`src/rtl/load_store_unit_if.sv`:
```
// load_store_unit_if: request/response handshake and data-memory port bundle of the load/store unit.
interface load_store_unit_if;
  logic        req_valid, req_ready, req_we, req_signed;
  logic [1:0]  req_size;
  logic [31:0] req_addr, req_wdata;
  logic        resp_valid, resp_err;
  logic [31:0] resp_rdata;
  logic [31:0] mem_raddr, mem_rdata, mem_waddr, mem_wdata;
  logic        mem_we;
  modport master (
    output req_valid, req_we, req_size, req_signed, req_addr, req_wdata, mem_rdata,
    input  req_ready, resp_valid, resp_rdata, resp_err, mem_raddr, mem_we, mem_waddr, mem_wdata
  );
  modport slave (
    input  req_valid, req_we, req_size, req_signed, req_addr, req_wdata, mem_rdata,
    output req_ready, resp_valid, resp_rdata, resp_err, mem_raddr, mem_we, mem_waddr, mem_wdata
  );
endinterface

```
`src/rtl/load_store_unit.sv`:
```
// load_store_unit: data-side memory master doing byte/half/word loads and read-modify-write sub-word stores.
module load_store_unit #(
  parameter int unsigned ADDR_LIMIT = 256
) (
  input logic clk,
  input logic rst,
  load_store_unit_if.slave bus
);
  typedef enum logic [1:0] {IDLE, READ, WRITE, RESP} state_t;
  state_t state, nxt;
  logic we_q, sgn_q, err_q, bad;
  logic [1:0] size_q, off_q;
  logic [31:0] wdata_q, rdata_q, raddr_q, waddr_q, mdata_q, ld, mask, merged;
  logic [4:0] sh;
  logic [15:0] lane;
  assign bad = bus.req_size == 2'b11 || (bus.req_size == 2'b01 && bus.req_addr[0]) ||
               (bus.req_size == 2'b10 && |bus.req_addr[1:0]) || bus.req_addr >= ADDR_LIMIT;
  assign sh = {off_q, 3'b000};
  assign lane = 16'(bus.mem_rdata >> sh);
  assign ld = size_q == 2'b00 ? {{24{sgn_q & lane[7]}}, lane[7:0]} :
              size_q == 2'b01 ? {{16{sgn_q & lane[15]}}, lane} : bus.mem_rdata;
  assign mask = (size_q == 2'b00 ? 32'h0000_00ff : 32'h0000_ffff) << sh;
  assign merged = (bus.mem_rdata & ~mask) | ((wdata_q << sh) & mask);
  assign bus.req_ready = state == IDLE;
  assign bus.resp_valid = state == RESP;
  assign bus.mem_we = state == WRITE;
  assign bus.mem_raddr = raddr_q;
  assign bus.mem_waddr = waddr_q;
  assign bus.mem_wdata = mdata_q;
  assign bus.resp_rdata = rdata_q;
  assign bus.resp_err = err_q;
  always_comb begin
    nxt = state;
    case (state)
      IDLE:    nxt = !bus.req_valid ? IDLE : bad ? RESP :
                     (bus.req_we && bus.req_size == 2'b10) ? WRITE : READ;
      READ:    nxt = we_q ? WRITE : RESP;
      WRITE:   nxt = RESP;
      default: nxt = IDLE;
    endcase
  end
  always_ff @(posedge clk or posedge rst) begin
    if (rst) begin
      state <= IDLE;
      we_q <= 1'b0;
      sgn_q <= 1'b0;
      err_q <= 1'b0;
      size_q <= 2'b00;
      off_q <= 2'b00;
      wdata_q <= '0;
      rdata_q <= '0;
      raddr_q <= '0;
      waddr_q <= '0;
      mdata_q <= '0;
    end else begin
      state <= nxt;
      if (state == IDLE && bus.req_valid) begin
        we_q <= bus.req_we;
        sgn_q <= bus.req_signed;
        size_q <= bus.req_size;
        off_q <= bus.req_addr[1:0];
        wdata_q <= bus.req_wdata;
        err_q <= bad;
        rdata_q <= '0;
        if (nxt == READ) raddr_q <= {bus.req_addr[31:2], 2'b00};
        if (nxt == WRITE) begin
          waddr_q <= {bus.req_addr[31:2], 2'b00};
          mdata_q <= bus.req_wdata;
        end
      end
      // Leaving READ: loads capture the extended lane, sub-word stores capture the merged word.
      if (state == READ) begin
        if (we_q) begin
          waddr_q <= raddr_q;
          mdata_q <= merged;
        end else rdata_q <= ld;
      end
    end
  end
endmodule
```
`src/flat_wrapper.sv`:
```
// flat-port wrapper written by rule: the top's interface ports become plain ports
module load_store_unit_flat 
#(
  parameter int unsigned ADDR_LIMIT = 256
)
  (clk, rst, bus_req_valid, bus_req_we, bus_req_size, bus_req_signed, bus_req_addr, bus_req_wdata, bus_mem_rdata, bus_req_ready, bus_resp_valid, bus_resp_rdata, bus_resp_err, bus_mem_raddr, bus_mem_we, bus_mem_waddr, bus_mem_wdata);
  load_store_unit_if bus_i ();
  input logic clk;
  input logic rst;
  input wire logic [$bits(bus_i.req_valid)-1:0] bus_req_valid;
  input wire logic [$bits(bus_i.req_we)-1:0] bus_req_we;
  input wire logic [$bits(bus_i.req_size)-1:0] bus_req_size;
  input wire logic [$bits(bus_i.req_signed)-1:0] bus_req_signed;
  input wire logic [$bits(bus_i.req_addr)-1:0] bus_req_addr;
  input wire logic [$bits(bus_i.req_wdata)-1:0] bus_req_wdata;
  input wire logic [$bits(bus_i.mem_rdata)-1:0] bus_mem_rdata;
  output wire logic [$bits(bus_i.req_ready)-1:0] bus_req_ready;
  output wire logic [$bits(bus_i.resp_valid)-1:0] bus_resp_valid;
  output wire logic [$bits(bus_i.resp_rdata)-1:0] bus_resp_rdata;
  output wire logic [$bits(bus_i.resp_err)-1:0] bus_resp_err;
  output wire logic [$bits(bus_i.mem_raddr)-1:0] bus_mem_raddr;
  output wire logic [$bits(bus_i.mem_we)-1:0] bus_mem_we;
  output wire logic [$bits(bus_i.mem_waddr)-1:0] bus_mem_waddr;
  output wire logic [$bits(bus_i.mem_wdata)-1:0] bus_mem_wdata;
  assign bus_i.req_valid = bus_req_valid;
  assign bus_i.req_we = bus_req_we;
  assign bus_i.req_size = bus_req_size;
  assign bus_i.req_signed = bus_req_signed;
  assign bus_i.req_addr = bus_req_addr;
  assign bus_i.req_wdata = bus_req_wdata;
  assign bus_i.mem_rdata = bus_mem_rdata;
  assign bus_req_ready = bus_i.req_ready;
  assign bus_resp_valid = bus_i.resp_valid;
  assign bus_resp_rdata = bus_i.resp_rdata;
  assign bus_resp_err = bus_i.resp_err;
  assign bus_mem_raddr = bus_i.mem_raddr;
  assign bus_mem_we = bus_i.mem_we;
  assign bus_mem_waddr = bus_i.mem_waddr;
  assign bus_mem_wdata = bus_i.mem_wdata;
  load_store_unit #(.ADDR_LIMIT(ADDR_LIMIT)) u_core (.clk(clk), .rst(rst), .bus(bus_i));
endmodule
```
`config.mk`:
```
export PLATFORM = sky130hd
export DESIGN_NAME = load_store_unit_flat
export DESIGN_NICKNAME = d
export VERILOG_FILES = /design/src/rtl/load_store_unit_if.sv /design/src/rtl/load_store_unit.sv /design/src/flat_wrapper.sv
export SDC_FILE = /design/constraint.sdc
export NUM_CORES = 1
export LEC_CHECK = 0
export BUFFER_PORTS_ARGS = -buffer_cell sky130_fd_sc_hd__buf_2
export CAP_MARGIN = 15
export CORE_UTILIZATION = 47
export CTS_BUF_LIST = sky130_fd_sc_hd__clkbuf_4
export DETAILED_ROUTE_END_ITERATION = 7
export PLACE_DENSITY = 0.78
export SLEW_MARGIN = 20
export SYNTH_ARGS = -nofsm -noshare
export SYNTH_HDL_FRONTEND = slang
export SYNTH_SLANG_ARGS = --single-unit
```
`constraint.sdc`:
```
create_clock -name clk -period 5 [get_ports clk]
set_input_delay 1 -clock clk [delete_from_list [all_inputs] [get_ports clk]]
set_output_delay 1 -clock clk [all_outputs]
set_load 0.1 [all_outputs]
```
==> reports/metrics.yaml, run 1 <==
timing:
  finalHoldViolCount: 0
  final_max_slew_viol_count: 0
  setup_violations: 0
  tightestPinTransition_ns: 1.04
  rsz0062_at_grt: "false"
  period_minus_slack_ns: 2.94
  finClkSkew_ns: 0.0224
  timing.final.crit_share_pct: 58.7
  fin_tns_setup_ns: 0
  hold-worst-slack_ns: 0.500
  fmax_mhz: 341
  relSlewSlack_pct: 30.9
synth:
  synth_edf_count: 0
  syn-cell-area_mm2: 0.00737
  synth.avg_cell_area_um2: 10.0
  synth_top_area_cell: "dfrtp_1"
  ys_warn_count: 0
  post-synth-top-count-cell: "dfrtp_1"
  ys.flop_type: "dfrtp_1"
  yosys-top-cells-count: "151 x dfrtp_1, 122 x nand2_1, 83 x a21oi_1"
  ys_ff_latch: 151
  synthArstFlopShare_pct: 100
  synth.distinct_cells: 44
  ys_seq_area_share_pct: 51.3
  yosys.area.top_type_share_pct: 51.3
  synth_area_leaders: "dfrtp_1 51%, mux2i_1 8.0%, nand2_1 6.2%, a21oi_1 5.6%, nor2b_1 4.7%"
  synth_cells: 734
route:
  wl_um: 20500
  dr.pass1.iters: 5
  via_count: 6434
  drt-initial-drc-count: 546
  vias_per_cell: 5.52
  drcViolationCount: 0
  drtAntennaViolNets: 0
  avgRoutedWirePerCell_um: 17.6
status:
  status: "complete, no violations"
global_routing:
  grtUsageTotal_pct: 25.9
  grt_max_degree: 113
  grt_antenna_before_repair: 1
  grt_overflow: 0
  grt_pass1_wl_um: 32000
  grt_pass1_vias: 5856
die:
  die_area_mm2: 0.0162
  rows: 45
  die_height_um: 127
  start_util_pct: 48.3
  pin_count: 235
  fp.coreArea_mm2: 0.0153
  die_w_um: 127
placed_design:
  numPortBuffers: 232
  hpwl_um: 14600
  gp_congestion: 0.847
clock_network:
  hold_buffers: 0
  h-tree-depth: 4
  cts_made_buffers: 17
  clock_latency_ns: 0.55
  cts_tree: "built"
  postCtsSetupRepairBufs: 0
  clockBufferDepth: 2
  clk_pin_slew_ns: 0.13
  clock_sinks: 151
  cts_root_buf: "clkbuf_4"
  cts_resized: 0
worst_setup_path:
  rrSetupSlack_ns: 2.06
  critical_path_class: "reg -> reg"
  reg2reg_depth: 8
  reg2reg_to: "u_core.bus.mem_wdata[10]"
  arrival_ns: 3.35
  end_kind: "register"
  slowest_stage: "buf_4"
  cp_data_required_time_ns: 5.41
  r2r_start: "u_core.state[0]"
  max_stage_delay_ns: 0.61
  path_cells: "inv_1, ha_1, nand2_2, nor4_2, nor4b_4, buf_4, mux2i_1, a21oi_2"
  critPathMaxFanout: 40
  path_delay_family: "simple AND/OR/NAND/NOR gates"
  startpoint_type: "register"
  path_buf_inv: 2
finish:
  nNetsFinal: 1047
  nFillCells: 1375
  multiInputGateArea_mm2: 0.00329
  utilization_pct: 58.6
  synthToLayoutAreaGrowth_pct: 21.3
  drive_gt1_share_pct: 33.8
  regArea_mm2: 0.00378
power_and_ir_drop:
  p_per_area_mw_per_mm2: 757
  finalPower_mw: 6.76
  ir_worst_vdd_mv: 0.793
  p_leak_nw: 4.29
min_path:
  worstHoldPathCells: 2
  hold_path_class: "reg -> reg"
  min_from: "u_core.bus.resp_err"
  hold_end: "u_core.bus.resp_err"
job:
  maxCapViolCount: 0
## final cells by class
class                   count  share of cell area, %
repair buffers            243                   14.1
inverters                   8                  0.378
flip-flops and latches    151                   42.3
clock inverters            14                   1.92
diodes                      1                 0.0280
multi-input cells         519                   36.9
well taps                 211                   2.95
clock buffers              18                   1.51
## worst max-delay path by stage
stage               startpoint                        to  slack [ns]  cells after the start
4_1_cts        u_core.state[0]  u_core.bus.mem_wdata[10]        2.06                      8
6_report       u_core.state[0]  u_core.bus.mem_wdata[10]        2.06                      8
5_1_grt        u_core.state[0]  u_core.bus.mem_wdata[10]        1.85                      8
3_5_place_dp     bus_req_valid  u_core.bus.mem_wdata[10]        1.70                      7
2_1_floorplan              rst  u_core.bus.mem_raddr[10]        2.10                      1
3_3_place_gp   bus_req_size[0]   u_core.bus.mem_raddr[5]        1.81                      6
## routing by layer
| layer | vias up | global-route usage, % | part of all wire [%] |
|---|---|---|---|
| li1 | 2985 | - | - |
| met1 | 3133 | 37.5 | 45 |
| met2 | 274 | 38.4 | 45 |
| met3 | 42 | 5.65 | 7.6 |
| met4 | 0 | 9.17 | 2.3 |
| met5 | - | 0 | 0 |
## through the flow
step	area [um^2]	std cells	worst slack (ns)
after floorplan	7370	735	2.10
after global placement	8620	1132	1.81
after detailed placement	8620	1132	1.70
after CTS	8930	1164	2.06
after global routing	8940	1165	1.85
final	8940	1165	2.06
## report_power, final
group | switching [mW] | total (mW) | internal (mW)
registers | 0.299 | 1.90 | 1.60
logic | 3.21 | 4.05 | 0.836
clock network | 0.464 | 0.821 | 0.357
total | 3.97 | 6.76 | 2.79
## cells by family (layout without fill, tap and decap cells)
kind of cell,after synthesis,in the layout,share of synthesized area (%)
adder cells (fa/ha/maj),4,4,0.679
AND/OR/NAND/NOR,219,219,14.8
other,1,3,0.0509
multiplexers,86,86,12.1
buffers and inverters,65,283,4.18
flip-flops,151,151,51.3
AO/OA/AOI/OAI,208,208,16.9
## placed cells by master, fill, tap and decap left out, drive strengths merged, types with 2 or more instances in the layout
cell | netlist | layout
nand2 | 123 | 123
nor3b | 3 | 3
and2 | 2 | 2
nand3 | 5 | 5
a22oi | 5 | 5
a22o | 8 | 8
a21boi | 2 | 2
conb | 1 | 2
a211oi | 21 | 21
nor4 | 7 | 7
nor3 | 2 | 2
ha | 4 | 4
dfrtp | 151 | 151
or2 | 2 | 2
o21a | 2 | 2
nor2 | 16 | 16
o22ai | 2 | 2
buf | 19 | 243
mux2 | 27 | 27
bufinv | 0 | 3
a31oi | 5 | 5
mux2i | 59 | 59
clkinvlp | 0 | 3
clkinv | 1 | 6
inv | 7 | 10
nor2b | 55 | 55
o31ai | 16 | 16
o21ai | 54 | 54
a21oi | 90 | 90
clkbuf | 38 | 18
## sequential cells by signal, summed over array words and instances, names as in the netlist
name and cells:
u_core.off_q 2, u_core.bus.mem_raddr 30, u_core.we_q 1, u_core.bus.resp_rdata 32
u_core.sgn_q 1, u_core.bus.mem_wdata 32, u_core.wdata_q 16, u_core.size_q 2
u_core.bus.mem_waddr 32, u_core.bus.resp_err 1, u_core.state 2
## tightest hold or removal path: cells and delay by family (launching register included)
family,cells,cell delay (ns)
flip-flops,1,0.37
AND/OR/NAND/NOR,2,0.10
(Power assumes the default switching activity.)
==> run 2: changes to the inputs <==
--- a/config.mk
+++ b/config.mk
@@ -10,7 +10,7 @@
 export CORE_UTILIZATION = 47
 export CTS_BUF_LIST = sky130_fd_sc_hd__clkbuf_4
 export DETAILED_ROUTE_END_ITERATION = 7
-export PLACE_DENSITY = 0.78
+export PLACE_DENSITY = 0.75
 export SLEW_MARGIN = 20
 export SYNTH_ARGS = -nofsm -noshare
 export SYNTH_HDL_FRONTEND = slang
==> constraint.sdc (replaced) <==
create_clock -name clk -period 3.07 [get_ports clk]
set_input_delay 0.614 -clock clk [delete_from_list [all_inputs] [get_ports clk]]
set_output_delay 0.614 -clock clk [all_outputs]
set_load 0.1 [all_outputs]
==> run 2 against run 1 <==
Hold slack got worse by 0.31 ns. Maximum frequency increased by 23%. Combinational power is 65% higher. Worst setup slack worse by 1.4 ns. Via count is 0.78% lower. Wire length is 1.5% higher.
==> reports/metrics.yaml, run 2 (synthesis gave the netlist of run 1 again) <==
global_routing:
  grt_max_degree: 41
  grt_pass1_wl_um: 32400
  grtUsageTotal_pct: 26.3
  grt_antenna_before_repair: 4
  grt_overflow: 0
  grt_pass1_vias: 5962
min_path:
  hold_path_class: "in -> async"
timing:
  tightestPinTransition_ns: 1.00
  timing.final.crit_share_pct: 78.0
  finClkSkew_ns: 0.0237
  final_max_slew_viol_count: 0
  rsz0062_at_grt: "false"
  setup_violations: 0
  relSlewSlack_pct: 33.1
  fin_tns_setup_ns: 0
  setup_ws_ns: 0.675
  finalHoldViolCount: 0
  period_minus_slack_ns: 2.39
  fmax_mhz: 418
power_and_ir_drop:
  power_frac_clock_pct: 11.0
  p_leak_nw: 4.33
  p_switching_mw: 6.52
  ir_worst_vdd_mv: 0.937
  internal-power_mw: 4.43
  p_comb_share_pct: 61.1
  finalPower_mw: 10.9
  p_per_area_mw_per_mm2: 1210
  p_seq_share_pct: 27.9
  sw_frac_of_total_pct: 59.5
die:
  die_height_um: 127
  pin_count: 235
  die_w_um: 127
  start_util_pct: 48.3
  die_area_mm2: 0.0162
  fp.coreArea_mm2: 0.0153
  rows: 45
route:
  avgRoutedWirePerCell_um: 17.7
  dr.pass1.iters: 7
  via_count: 6384
  drt-initial-drc-count: 558
  vias_per_cell: 5.42
  drtAntennaViolNets: 0
  wl_um: 20800
  drcViolationCount: 0
placed_design:
  pre_cts_ws_ns: 0.598
  hpwl_um: 15400
  gp_congestion: 0.879
  numPortBuffers: 232
clock_network:
  clock_latency_ns: 0.57
  clockBufferDepth: 2
  h-tree-depth: 4
  clock_sinks: 151
  cts_made_buffers: 17
  cts_resized: 0
  postCtsSetupRepairBufs: 0
  clk_pin_slew_ns: 0.14
  cts_tree: "built"
  hold_buffers: 0
  cts_root_buf: "clkbuf_4"
status:
  status: "complete, no violations"
finish:
  nNetsFinal: 1057
  nFillCells: 1355
  synthToLayoutAreaGrowth_pct: 22.4
  final_common_cell: "buf_2"
  drive_gt1_share_pct: 34.5
  final_cell_mix: "232 x buf_2, 151 x dfrtp_1, 121 x nand2_1, 83 x a21oi_1, 59 x mux2i_1"
worst_setup_path:
  critPathMaxFanout: 16
  end_kind: "register"
  rrSetupSlack_ns: 0.68
  startpoint_type: "register"
  arrival_ns: 2.81
  cp_data_required_time_ns: 3.48
  critical_path_class: "reg -> reg"
job:
  maxCapViolCount: 0
[run 2: power groups by stage]
stage	sequential [mW]	combinational (mW)	clock [mW]
after floorplan	6.19	2.34	0
after global placement	3.08	6.60	0
after detailed placement	3.09	6.68	0
after CTS	3.06	6.69	1.23
after global routing	3.13	7.04	1.31
final	3.06	6.69	1.20
[run 2: path summary, 6_finish.rpt]
kind                                      from                        end  depth (start not counted)
min                                        rst    u_core.bus.mem_wdata[1]                          2
max in group asynchronous                  rst   u_core.bus.mem_raddr[19]                          3
min in group clk               bus_req_addr[7]    u_core.bus.mem_raddr[7]                          2
min reg2reg                u_core.bus.resp_err        u_core.bus.resp_err                          2
max                            u_core.off_q[0]  u_core.bus.resp_rdata[30]                          6
max reg2reg                    u_core.off_q[0]  u_core.bus.resp_rdata[30]                          6
[run 2: cell type report]
type,instances,area (um^2),area share [%]
clock inverter,15,141,1.57
tap,211,264,2.93
antenna,4,10.0,0.111
clock buffer,17,128,1.42
sequential,151,3780,41.9
multi-input combinational,519,3290,36.5
inverter,8,33.8,0.375
timing repair buffer,253,1370,15.2
[run 2: per-stage QoR]
stage,hold slack (ns),cell area [um^2],cells,util [%]
2_1_floorplan,0.495,7370,735,-
3_3_place_gp,0.464,8730,1142,57.2
3_5_place_dp,0.477,8730,1142,57.2
4_1_cts,0.173,9000,1174,59.0
5_1_grt,0.219,9010,1178,59.1
6_report,0.191,9010,1178,59.1
[run 2: layer usage]
metal | GRT usage, % | vias to the layer above | part of all wire, %
li1 | - | 3009 | -
met1 | 35.7 | 3090 | 43
met2 | 41.5 | 253 | 47
met3 | 6.28 | 32 | 7.2
met4 | 8.82 | 0 | 2.1
met5 | 0 | - | 0
[run 2: critical path, stage by stage, from the launching register on]
cell and delay, ns:
dfrtp_1 0.56, clkinv_1 0.38, mux2i_1 0.23, a21boi_2 0.13, buf_4 0.17, a21boi_2 0.62
a21oi_1 0.17
==> run 3: changes to the inputs <==
--- a/config.mk
+++ b/config.mk
@@ -10,7 +10,7 @@
 export CORE_UTILIZATION = 47
 export CTS_BUF_LIST = sky130_fd_sc_hd__clkbuf_4
 export DETAILED_ROUTE_END_ITERATION = 7
-export PLACE_DENSITY = 0.75
+export PLACE_DENSITY = 0.78
 export SLEW_MARGIN = 20
 export SYNTH_ARGS = -nofsm -noshare
 export SYNTH_HDL_FRONTEND = slang
==> constraint.sdc (replaced) <==
create_clock -name clk -period 2.1 [get_ports clk]
set_input_delay 0.42 -clock clk [delete_from_list [all_inputs] [get_ports clk]]
set_output_delay 0.42 -clock clk [all_outputs]
set_load 0.1 [all_outputs]
==> run 3 against run 2 <==
Largest cell class unchanged. Clock skew down 0.00062 ns. The flow now finishes with violations (setup timing). Die area unchanged. Wire length grew 5.5%.
==> reports/metrics.yaml, run 3 (synthesis gave the netlist of run 1 again) <==
route:
  vias_per_cell: 5.49
  dr.pass1.iters: 5
  drcViolationCount: 0
  wl_um: 21900
  via_count: 6598
  drt-initial-drc-count: 437
  avgRoutedWirePerCell_um: 18.3
  drtAntennaViolNets: 0
clock_network:
  h-tree-depth: 4
  clock_sinks: 151
  cts_tree: "built"
  clockBufferDepth: 2
  clock_latency_ns: 0.57
  cts_root_buf: "clkbuf_4"
  cts_made_buffers: 17
  clk_pin_slew_ns: 0.14
worst_setup_path:
  cp_data_required_time_ns: 2.55
  arrival_ns: 2.59
  end_kind: "register"
  critPathMaxFanout: 5
  startpoint_type: "register"
  critical_path_class: "reg -> reg"
  rrSetupSlack_ns: -0.05
timing:
  final_max_slew_viol_count: 0
  rsz0062_at_grt: "true"
  finClkSkew_ns: 0.0231
  setup_ws_ns: -0.0476
  fmax_mhz: 466
  hold-worst-slack_ns: 0.0831
  setup_violations: 19
  finalHoldViolCount: 0
  relSlewSlack_pct: 36.2
  tightestPinTransition_ns: 0.953
  timing.final.crit_share_pct: 102
  fin_tns_setup_ns: -0.367
  period_minus_slack_ns: 2.15
placed_design:
  hpwl_um: 15600
  pre_cts_ws_ns: -0.134
  gp_congestion: 0.937
  numPortBuffers: 232
die:
  rows: 45
  die_area_mm2: 0.0162
  pin_count: 235
  fp.coreArea_mm2: 0.0153
  die_w_um: 127
  die_height_um: 127
  start_util_pct: 48.3
min_path:
  hold_path_class: "in -> reg"
status:
  violations: "setup timing"
  status: "finished, violations left"
global_routing:
  grt_overflow: 0
  grt_pass1_vias: 6225
  grt_max_degree: 68
  grt_antenna_before_repair: 7
  grt_pass1_wl_um: 34200
  grtUsageTotal_pct: 27.8
power_and_ir_drop:
  p_per_area_mw_per_mm2: 1760
  p_leak_nw: 4.51
  ir_worst_vdd_mv: 1.62
finish:
  utilization_pct: 62.1
  synthToLayoutAreaGrowth_pct: 28.7
  nFillCells: 1304
  drive_gt1_share_pct: 37.6
  final_cell_mix: "229 x buf_2, 151 x dfrtp_1, 121 x nand2_1, 83 x a21oi_1"
  final_common_cell: "buf_2"
  nNetsFinal: 1078
job:
  maxCapViolCount: 0
-- run 3: layout make-up --
| type | instances | area [um^2] | area share, % |
|---|---|---|---|
| tap | 211 | 264 | 2.78 |
| inverter | 8 | 33.8 | 0.356 |
| multi-input combinational | 519 | 3410 | 35.9 |
| clock buffer | 17 | 128 | 1.35 |
| sequential | 151 | 3780 | 39.9 |
| clock inverter | 15 | 185 | 1.95 |
| antenna | 6 | 15.0 | 0.158 |
| timing repair buffer | 274 | 1670 | 17.6 |
-- run 3: worst paths after layout --
path,start,endpoint,cells past startpoint
setup reg to reg,u_core.state[0],u_core.bus.mem_wdata[22],9
setup / recovery,u_core.state[0],u_core.bus.mem_wdata[22],9
hold reg to reg,u_core.bus.resp_err,u_core.bus.resp_err,2
max in group asynchronous,rst,u_core.bus.mem_waddr[11],4
min in group asynchronous,rst,u_core.bus.mem_wdata[14],3
hold / removal,bus_req_signed,u_core.sgn_q,2
-- run 3: power breakdown --
group          internal, mW  leakage (nW)  switching [mW]
sequential             3.81          1.93           0.671
combinational          2.37          2.41            7.92
clock                 0.765         0.167            1.19
-- run 3: timing repair --
item                                    4_1_cts  5_1_grt
setup buffers                                 3        4
gates resized for setup                      10        9
endpoints found under the setup margin       57       50
pin swaps                                     2        4
endpoints found under the hold margin        11        0
gates cloned                                  3        1
hold buffers                                  1        0
-- run 3: stage by stage --
stage,instance area [um^2],power (mW),instances
global placement,8940,14.4,1153
detailed placement,8940,14.6,1153
CTS,9420,16.6,1192
finish,9480,16.7,1201
global route,9480,17.5,1199
floorplan,7460,12.6,735
-- run 3: per-layer routing --
metal	wire length (um)	track usage (%)	share of wire [%]	vias up
met3	1970	7.41	9.0	50
met2	10200	42.6	47	323
met1	9090	37.6	41	3171
met5	8	0	0.036	-
li1	-	-	-	3052
met4	666	11.1	3.0	2
-- run 3: critical path: stages, from the launching register on --
cell	delay, ns
dfrtp_1	0.44
inv_2	0.08
buf_4	0.14
ha_4	0.17
nor4_4	0.24
nor4b_4	0.25
buf_6	0.22
buf_12	0.16
mux2i_2	0.23
o21ai_1	0.08
